## config.mk

```make
export PLATFORM = sky130hd
export DESIGN_NAME = fir_tap_accumulator
export DESIGN_NICKNAME = d
export VERILOG_FILES = /design/src/rtl/fir_pkg.sv /design/src/rtl/fir_sat_shift.sv /design/src/rtl/fir_tap_accumulator.sv
export SDC_FILE = /design/constraint.sdc
export NUM_CORES = 1
export LEC_CHECK = 0
export CORE_MARGIN = 1
export CORE_UTILIZATION = 40
export DETAILED_ROUTE_END_ITERATION = 10
export SYNTH_ARGS = -nofsm -noshare
export SYNTH_HDL_FRONTEND = slang
export SYNTH_HIERARCHICAL = 1
export SYNTH_SLANG_ARGS = --single-unit
export TNS_END_PERCENT = 50
```

## constraint.sdc

```tcl
create_clock -name clk -period 3.2 [get_ports clk]
set_clock_uncertainty 0.05 [all_clocks]
set_input_delay 0.48 -clock clk [delete_from_list [all_inputs] [get_ports clk]]
set_output_delay 0.48 -clock clk [all_outputs]
set_load 0.01 [all_outputs]
```

## src/rtl/fir_pkg.sv

```systemverilog
// Shared types and helpers for the FIR tap accumulator datapath.
package fir_pkg;

  typedef enum logic [1:0] {IDLE, ACCUM, HOLD} state_t;

  localparam int IN_W_D  = 9;
  localparam int ACC_W_D = 12;
  localparam int OUT_W_D = 8;
  localparam int SAT_W   = 32;

  typedef struct packed {
    logic signed [SAT_W-1:0] value;
    logic                    sat;
  } sat_t;

  // Clip a signed value to the range of a signed 'width'-bit number.
  function automatic sat_t sat_signed(input logic signed [SAT_W-1:0] value, input int width);
    logic signed [SAT_W-1:0] hi;
    logic signed [SAT_W-1:0] lo;
    sat_t r;
    hi = (32'sd1 <<< (width - 1)) - 32'sd1;
    lo = -hi - 32'sd1;
    r.value = value;
    r.sat   = 1'b0;
    if (value > hi) begin
      r.value = hi;
      r.sat   = 1'b1;
    end else if (value < lo) begin
      r.value = lo;
      r.sat   = 1'b1;
    end
    return r;
  endfunction

endpackage

```

## src/rtl/fir_sat_shift.sv

```systemverilog
// Combinational arithmetic right shift (floor) followed by signed saturation.
module fir_sat_shift
  import fir_pkg::*;
#(
  parameter int ACC_W = ACC_W_D,
  parameter int OUT_W = OUT_W_D,
  parameter int SHIFT = 0
) (
  input  logic [ACC_W-1:0] acc,
  output logic [OUT_W-1:0] data,
  output logic             sat
);

  logic signed [ACC_W-1:0] shifted;
  logic signed [SAT_W-1:0] ext;
  sat_t                    r;
  logic                    sat_unused_bits;

  assign shifted = $signed(acc) >>> SHIFT;
  assign ext     = {{(SAT_W-ACC_W){shifted[ACC_W-1]}}, shifted};

  always_comb begin
    r = sat_signed(ext, OUT_W);
  end

  assign data = r.value[OUT_W-1:0];
  assign sat  = r.sat;
  assign sat_unused_bits = ^r.value[SAT_W-1:OUT_W];

endmodule

```

## src/rtl/fir_tap_accumulator.sv

```systemverilog
// Accumulates NTAPS signed tap sums per frame and emits one scaled, saturated
// sample through a one-entry valid/ready output buffer.
module fir_tap_accumulator
  import fir_pkg::*;
#(
  parameter int NTAPS = 8,
  parameter int IN_W  = IN_W_D,
  parameter int ACC_W = ACC_W_D,
  parameter int OUT_W = OUT_W_D,
  parameter int SHIFT = 0
) (
  input  logic             clk,
  input  logic             rst_n,
  input  logic             clr,
  input  logic             in_valid,
  output logic             in_ready,
  input  logic [IN_W-1:0]  in_data,
  output logic             out_valid,
  input  logic             out_ready,
  output logic [OUT_W-1:0] out_data,
  output logic             out_sat,
  output logic             busy
);

  localparam int CNT_W = (NTAPS > 1) ? $clog2(NTAPS) : 1;

  // Handshake: a beat moves on any cycle where valid && ready; data is sampled
  // only then, and out_valid/out_data/out_sat hold steady until their transfer.
  state_t             state;
  logic [ACC_W-1:0]   acc;
  logic [CNT_W-1:0]   cnt;
  logic               in_xfer;
  logic               out_xfer;
  logic               start;
  logic               last;
  logic [ACC_W-1:0]   in_ext;
  logic [ACC_W-1:0]   acc_next;
  logic [CNT_W-1:0]   cnt_next;
  logic [OUT_W-1:0]   sat_data;
  logic               sat_flag;

  always_comb begin
    in_ready = 1'b1;
    if (clr)
      in_ready = 1'b0;
    else if (state == HOLD)
      in_ready = out_ready;
  end

  assign in_xfer  = in_valid && in_ready;
  assign out_xfer = out_valid && out_ready;
  assign in_ext   = {{(ACC_W-IN_W){in_data[IN_W-1]}}, in_data};

  // HOLD with an input transfer restarts a frame exactly like IDLE.
  assign start    = (state != ACCUM);
  assign acc_next = start ? in_ext : acc + in_ext;
  assign cnt_next = start ? CNT_W'(1) : cnt + CNT_W'(1);
  assign last     = start ? (NTAPS == 1) : (cnt == CNT_W'(NTAPS - 1));
  assign busy     = (state == ACCUM);

  fir_sat_shift #(
    .ACC_W (ACC_W),
    .OUT_W (OUT_W),
    .SHIFT (SHIFT)
  ) u_sat (
    .acc  (acc_next),
    .data (sat_data),
    .sat  (sat_flag)
  );

  always_ff @(posedge clk or negedge rst_n) begin
    if (!rst_n) begin
      state     <= IDLE;
      acc       <= '0;
      cnt       <= '0;
      out_valid <= 1'b0;
      out_data  <= '0;
      out_sat   <= 1'b0;
    end else if (clr) begin
      state     <= IDLE;
      acc       <= '0;
      cnt       <= '0;
      out_valid <= 1'b0;
    end else begin
      if (out_xfer) begin
        out_valid <= 1'b0;
        if (state == HOLD)
          state <= IDLE;
      end
      if (in_xfer) begin
        acc <= acc_next;
        if (last) begin
          cnt       <= '0;
          out_valid <= 1'b1;
          out_data  <= sat_data;
          out_sat   <= sat_flag;
          state     <= HOLD;
        end else begin
          cnt   <= cnt_next;
          state <= ACCUM;
        end
      end
    end
  end

endmodule

```

==> results of run 1 <==
[layer usage]
layer / routed length, um / up-vias / GRT usage (%)
li1: - / 921 / -
met1: 2496 / 892 / 28.25
met2: 2491 / 25 / 34.37
met3: 80 / 2 / 2.072
met4: 26 / 0 / 3.922
met5: 0 / - / 0
[through the flow]
stage	cells	setup TNS, ps	setup slack, ps	util [%]
3_5_place_dp	334	-3975	-514.3	52.81
3_3_place_gp	334	-3600	-469.7	52.81
6_report	345	0	86.38	57.52
5_1_grt	345	-91.59	-26.14	57.52
2_1_floorplan	220	0	127.8	-
4_1_cts	343	0	9.274	55.74
[synthesized netlist by cell type (2+ instances only)]
master and number:
nand2b_1 4, a21oi_1 7, nor3_1 3, o21ai_0 14
dfrtp_1 27, xnor2_1 2, nand4_1 7, nand2_1 28
a221oi_1 7, buf_2 2, clkbuf_1 6, nand3b_1 7
a21o_1 10, inv_1 4, and4_1 2, buf_6 4
o21ai_1 6, and3_1 2, a211oi_1 3, ha_1 13
o311ai_1 2, and2_1 4, a2111oi_2 2, nor2_1 13
nor3b_1 3, nand3_1 5, mux2_2 9, xor2_1 6
[registers in the layout, indices dropped and copies added, names as in the netlist]
name,cells
acc,12
out_data,8
state,2
out_sat,1
cnt,3
out_valid,1
[cell families (layout without fill, tap and decap cells)]
| logic type | count (synthesis) | count (layout) |
|---|---|---|
| DFF | 27 | 27 |
| muxes | 10 | 10 |
| adders and majority gates | 14 | 14 |
| buffers and inverters | 18 | 76 |
| and+or+nand+nor | 83 | 83 |
| AOI/OAI and AO/OA | 60 | 60 |
| xor gates and xnor gates | 8 | 8 |
[worst max-delay path, cell delays in order]
cell,delay (ps)
clkdlybuf4s50_1,490
ha_2,320
a2111oi_4,370
o21ai_2,130
a41oi_2,210
xor2_1,240
o21ai_0,120
buf_4,160
nor3_4,150
buf_4,200
a221oi_2,80
mux2_2,280
[final cells by class]
type	instances	area, um2	share of cell area [%]
clock inverters	1	7.507	0.2727
inverters	4	15.01	0.5455
multi-input cells	175	1350	49.05
repair buffers	68	579.3	21.05
well taps	67	83.83	3.045
flip-flops and latches	27	675.6	24.55
clock buffers	3	41.29	1.500
[worst paths after layout]
check / cells after the start / slack (ps) / endpoint
setup / recovery: 12 / 90 / out_data[1]
hold reg to reg: 1 / 460 / out_data[7]
setup reg to reg: 14 / 160 / out_data[1]
min in group asynchronous: 2 / 530 / cnt[1]
max in group asynchronous: 2 / 2290 / cnt[0]
hold / removal: 1 / 460 / out_data[7]
[power groups by stage]
stage               Clock, uW  Combinational (uW)  Sequential, uW
floorplan                   0                 258             375
global placement            0                 404             379
detailed placement          0                 408             379
CTS                       218                 448             373
global route              231                 529             375
finish                    210                 485             372
[timing repair]
item / in CTS / in global routing
setup endpoints to repair: 8 / 8
cloned: 1 / 0
setup buffers: 4 / 2
resized for setup: 11 / 16
pin swaps: 6 / 6
==> metrics, run 1 <==
result of the run completed; synthesis-stage register bit count 27; total chip power ~1100 uW; net switching fraction of the power a little over a third; Cell Area, Synth around 2000 um2; Fill cells between 400 and 500; post-synthesis compound-gate area fraction a little over a fifth; via count of the first global-routing pass between 1500 and 2000; Avg Inst Size Synth approximately 9.1 um2; wire length of the first global-routing pass a little over 8000 um; leading cell type in the layout, fill and taps excluded buf_4; Async SR Flop Fraction 100.0%; Final Routed Wirelength between 5000 and 6000 um; number of enable flip-flop cells after synthesis 0; reg-to-reg startpoint acc[0]; leading post-synthesis cells by cell area dfrtp_1 34%, ha_1 8.1%, nand2_1 5.2%; Yosys warnings 6; first-pass iteration count of the detailed router 4; most frequently used flop master after synthesis dfrtp_1; final net count approximately 300; combinational family with the most area after synthesis simple AND/OR/NAND/NOR gates; area fraction of the dominant cell type after synthesis 33.58%; Max Transition Viols Final 0; Initial Util between 40 and 50%; diodes inserted 0; Seq pwr share between 30% and 40%; estimated wirelength of the detail-placed design ~3500 um; die outline area approximately 5300 um2; multiplexer fraction of the synthesized cell area ~5.5%; minimum clock period 3114 ps; worst endpoint data arrival time 3240 ps; row cnt 25; fraction of layout cells with a size suffix above 1 29.50%; library cell occupying the most area in the post-synthesis netlist dfrtp_1; number of distinct library cells after synthesis 46; top fanout value on the critical path 7; fin area about 2800 um2; Core ar. ~4800 um2; CTS Hold Bufs 0; vias post-DR 1840; launching element of the worst setup path in_data[6]; worst IR drop on VDD about 220 uV; antenna violations before repair 0; highest achievable clock rate 0.3212 GHz; leakage power roughly 0.0013 uW; largest net degree at the start of global routing 28; drc violations 0; count of final hold-check violations 0; launch instance of the worst min-delay path out_data[7]; number of primary I/O pins 26; commonest non-fill, non-tap cells in the layout 41 x buf_4, 28 x nand2_1, 27 x dfrtp_1; post-detailed-route wirelength per cell 14.77 um; cell count after synthesis 220; switching power summed over all nets roughly 380 uW; clk_lat worst skew between 200 and 300 ps; initial detailed-routing violation count 94; final worst path period share between 90% and 100%; headroom to the max-slew limit between 60% and 70%; fraction of the mapped netlist area in adder cells 9.080%; count of max-cap constraint violations 0; IO buf count 25; CTS tree built; sequential cell area fraction in the yosys report 33.58%; Routability Congestion between 0.8 and 0.9; total global routing overflow 0; share of power burned in the clock network roughly a fifth; number of sinks driven by the clock tree 27; deepest clock path buffer count 2; PD cells slightly below 400 nW/um2; data required time of the critical path roughly 3300 ps; width of the chip 72.92 um; residual antenna-violating net count after detailed routing 0; Worst-Margin Slew between 500 and 600 ps; final setup vio count 0; number of buffers created by CTS 3; xor/xnor cell area share of the yosys netlist about 3.5%; power share of the combinational group between 40% and 50%; Total Routing Usage GR roughly a fifth; placement-stage cell area ~2500 um2; signed area change from the synthesized netlist to the final layout 36.82%; Reg clk slew, reported paths between 100 and 150 ps; Synth Area in Simple Gates 22.14%; number of nets produced by synthesis between 200 and 250; Worst Hold Margin 464.8 ps; class of the tightest hold or removal check register to register; Pint just under 700 uW; capturing element type of the critical path register; type of the worst setup path input pin to register; height of the chip 72.92 um; number of vias per cell after detailed routing 5.333; CTS H-tree depth 1; sort of element at the start of the critical path input pin; Clk Tree Root Cell clkbuf_8
(Power assumes the default switching activity.)
==> run 2, diff against run 1 <==
--- a/config.mk
+++ b/config.mk
@@ -8,6 +8,7 @@
 export CORE_MARGIN = 1
 export CORE_UTILIZATION = 40
 export DETAILED_ROUTE_END_ITERATION = 10
+export GPL_TIMING_DRIVEN = 0
 export SYNTH_ARGS = -nofsm -noshare
 export SYNTH_HDL_FRONTEND = slang
 export SYNTH_HIERARCHICAL = 1
==> metrics, run 2 (synthesized netlist as in run 1, its figures left out) <==
count of max-cap constraint violations 0 (unchanged); Routability Congestion 0.7716 (-9.2%); area of all sequential standard cells 675.6 um2 (unchanged); row cnt 25 (unchanged); via count of the first global-routing pass 1735 (+1.3%); leakage power 0.001183 uW (-10%); minimum setup slack among reg-to-reg paths 160 ps (about the same); post-detailed-route wirelength per cell 15.53 um (+5.2%); data required time of the critical path 3320 ps (about the same); leading registers by flop count acc (12), out_data (8), cnt (3); Clk Tree Root Cell clkbuf_8; first-pass iteration count of the detailed router 4 (unchanged); r2r worst-path depth 12 (-2); width of the chip 72.92 um (unchanged); highest achievable clock rate 0.3236 GHz (+0.75%); CTS tree built; height of the chip 72.92 um (unchanged); Core ar. 4786 um2 (unchanged); capturing element type of the critical path register; worst IR drop on VDD 303.4 uV (+41%); Reg clk slew, reported paths 100 ps (about the same); number of vias per cell after detailed routing 5.577 (+4.6%); largest net degree at the start of global routing 28 (unchanged); vias post-DR 1807 (-1.8%); type of the worst setup path input pin to register; Final Routed Wirelength 5032 um (-1.2%); Initial Util 42.04% (unchanged); IO buf count 24 (-4.0%); final setup vio count 0 (unchanged); number of primary I/O pins 26 (unchanged); deepest clock path buffer count 2 (unchanged); register with the highest flop count acc; placement-stage cell area 2336 um2 (-7.6%); multi-input combinational cell area 1375 um2 (+1.9%); crit path max-delay cell type clkdlybuf4s50_1; antenna violations before repair 0 (unchanged); number of sinks driven by the clock tree 27 (unchanged); worst endpoint data arrival time 3210 ps (-30 ps); estimated wirelength of the detail-placed design 3527 um (+0.44%); Total Routing Usage GR 19.92% (-0.39 points); drc violations 0 (unchanged); final net count 286 (-6.8%); final total negative setup slack 0 ps (unchanged); CTS Hold Bufs 0 (unchanged); CTS H-tree depth 1 (unchanged); leading cell type in the layout, fill and taps excluded nand2_1; PD cells 388.2 nW/um2 (+0.12%); cell-by-cell listing of the critical path clkdlybuf4s50_1 -> ha_4 -> a2111oi_4 -> o21ai_2 -> a41oi_2 -> xor2_1 -> o21ai_0 -> buf_6 -> nor3_4 -> buf_4 -> a221oi_1 -> mux2_2; fin area 2584 um2 (-6.1%); count of final hold-check violations 0 (unchanged); Fill cells 460 (+2.9%); headroom to the max-slew limit 57.05% (-5.3 points); signed area change from the synthesized netlist to the final layout 28.42%; flip-flop count of the largest register after layout 12 (unchanged); die outline area 5317 um2 (unchanged); class of the tightest hold or removal check input pin to async pin; number of buffers created by CTS 3 (unchanged); commonest non-fill, non-tap cells in the layout 28 x nand2_1, 27 x dfrtp_1, 20 x clkdlybuf4s50_1; Worst-Margin Slew 644.3 ps (+81.05 ps); fraction of layout cells with a size suffix above 1 20.23% (-9.3 points); initial detailed-routing violation count 141 (+50%); final worst path period share 96.58% (-0.73 points); residual antenna-violating net count after detailed routing 0 (unchanged); Max Transition Viols Final 0 (unchanged); minimum clock period 3090 ps (-23.22 ps); wire length of the first global-routing pass 8128 um (-2.2%); total global routing overflow 0 (unchanged); diodes inserted 0 (unchanged); result of the run completed; top fanout value on the critical path 10 (+3); sort of element at the start of the critical path input pin; clk_lat worst skew 270 ps (about the same); Largest stage delay, worst path 530 ps (+40 ps)
## run 2: layout make-up
| class | instances | area share [%] |
|---|---|---|
| repair buffers | 33 | 11.62 |
| inverters | 4 | 0.5811 |
| flip-flops and latches | 27 | 26.15 |
| clock buffers | 4 | 1.743 |
| multi-input cells | 175 | 53.22 |
| well taps | 67 | 3.245 |
| plain buffers | 14 | 3.438 |
## run 2: worst paths after layout
check / start / endpoint
max: in_data[6] / out_data[3]
min: rst_n / acc[3]
max reg2reg: acc[0] / out_data[3]
min reg2reg: out_data[0] / out_data[0]
max in group asynchronous: rst_n / cnt[2]
min in group clk: out_data[0] / out_data[0]
## run 2: worst max-delay path: cells and delay by family
family,cells,cell delay [ps]
buffers and inverters,3,870
xor gates and xnor gates,1,220
muxes,1,270
adders and majority gates,1,260
AOI/OAI and AO/OA,5,950
and+or+nand+nor,1,170
## run 2: where the power goes
part	switching, uW	internal (uW)
Clock	109	89.3
Sequential	15.2	360
Combinational	236	194
## run 2: through the flow
stage	hold slack, ps	worst slack (ps)	utilization, %	total power [uW]	cells
2_1_floorplan	134.4	127.8	-	633.0	220
5_1_grt	209.7	-7.560	53.99	1066	324
4_1_cts	465.3	25.51	52.21	975.4	322
3_3_place_gp	438.8	-711.2	48.81	726.0	311
3_5_place_dp	442.7	-711.5	48.81	727.4	311
6_report	163.9	109.6	53.99	1003	324
## run 2: timing repair
item	in CTS	in global routing
endpoints found under the setup margin	8	8
gates cloned	1	0
endpoints found under the hold margin	0	0
setup buffers	6	2
resized for setup	16	10
pin swaps	8	9
## run 2: per-layer routing
layer | vias to the layer above | GRT usage [%] | part of all wire (%)
met3 | 2 | 3.591 | 2.7
met1 | 880 | 26.57 | 49
met2 | 38 | 33.96 | 48
li1 | 887 | - | -
met4 | 0 | 3.922 | 0.30
met5 | - | 0 | 0
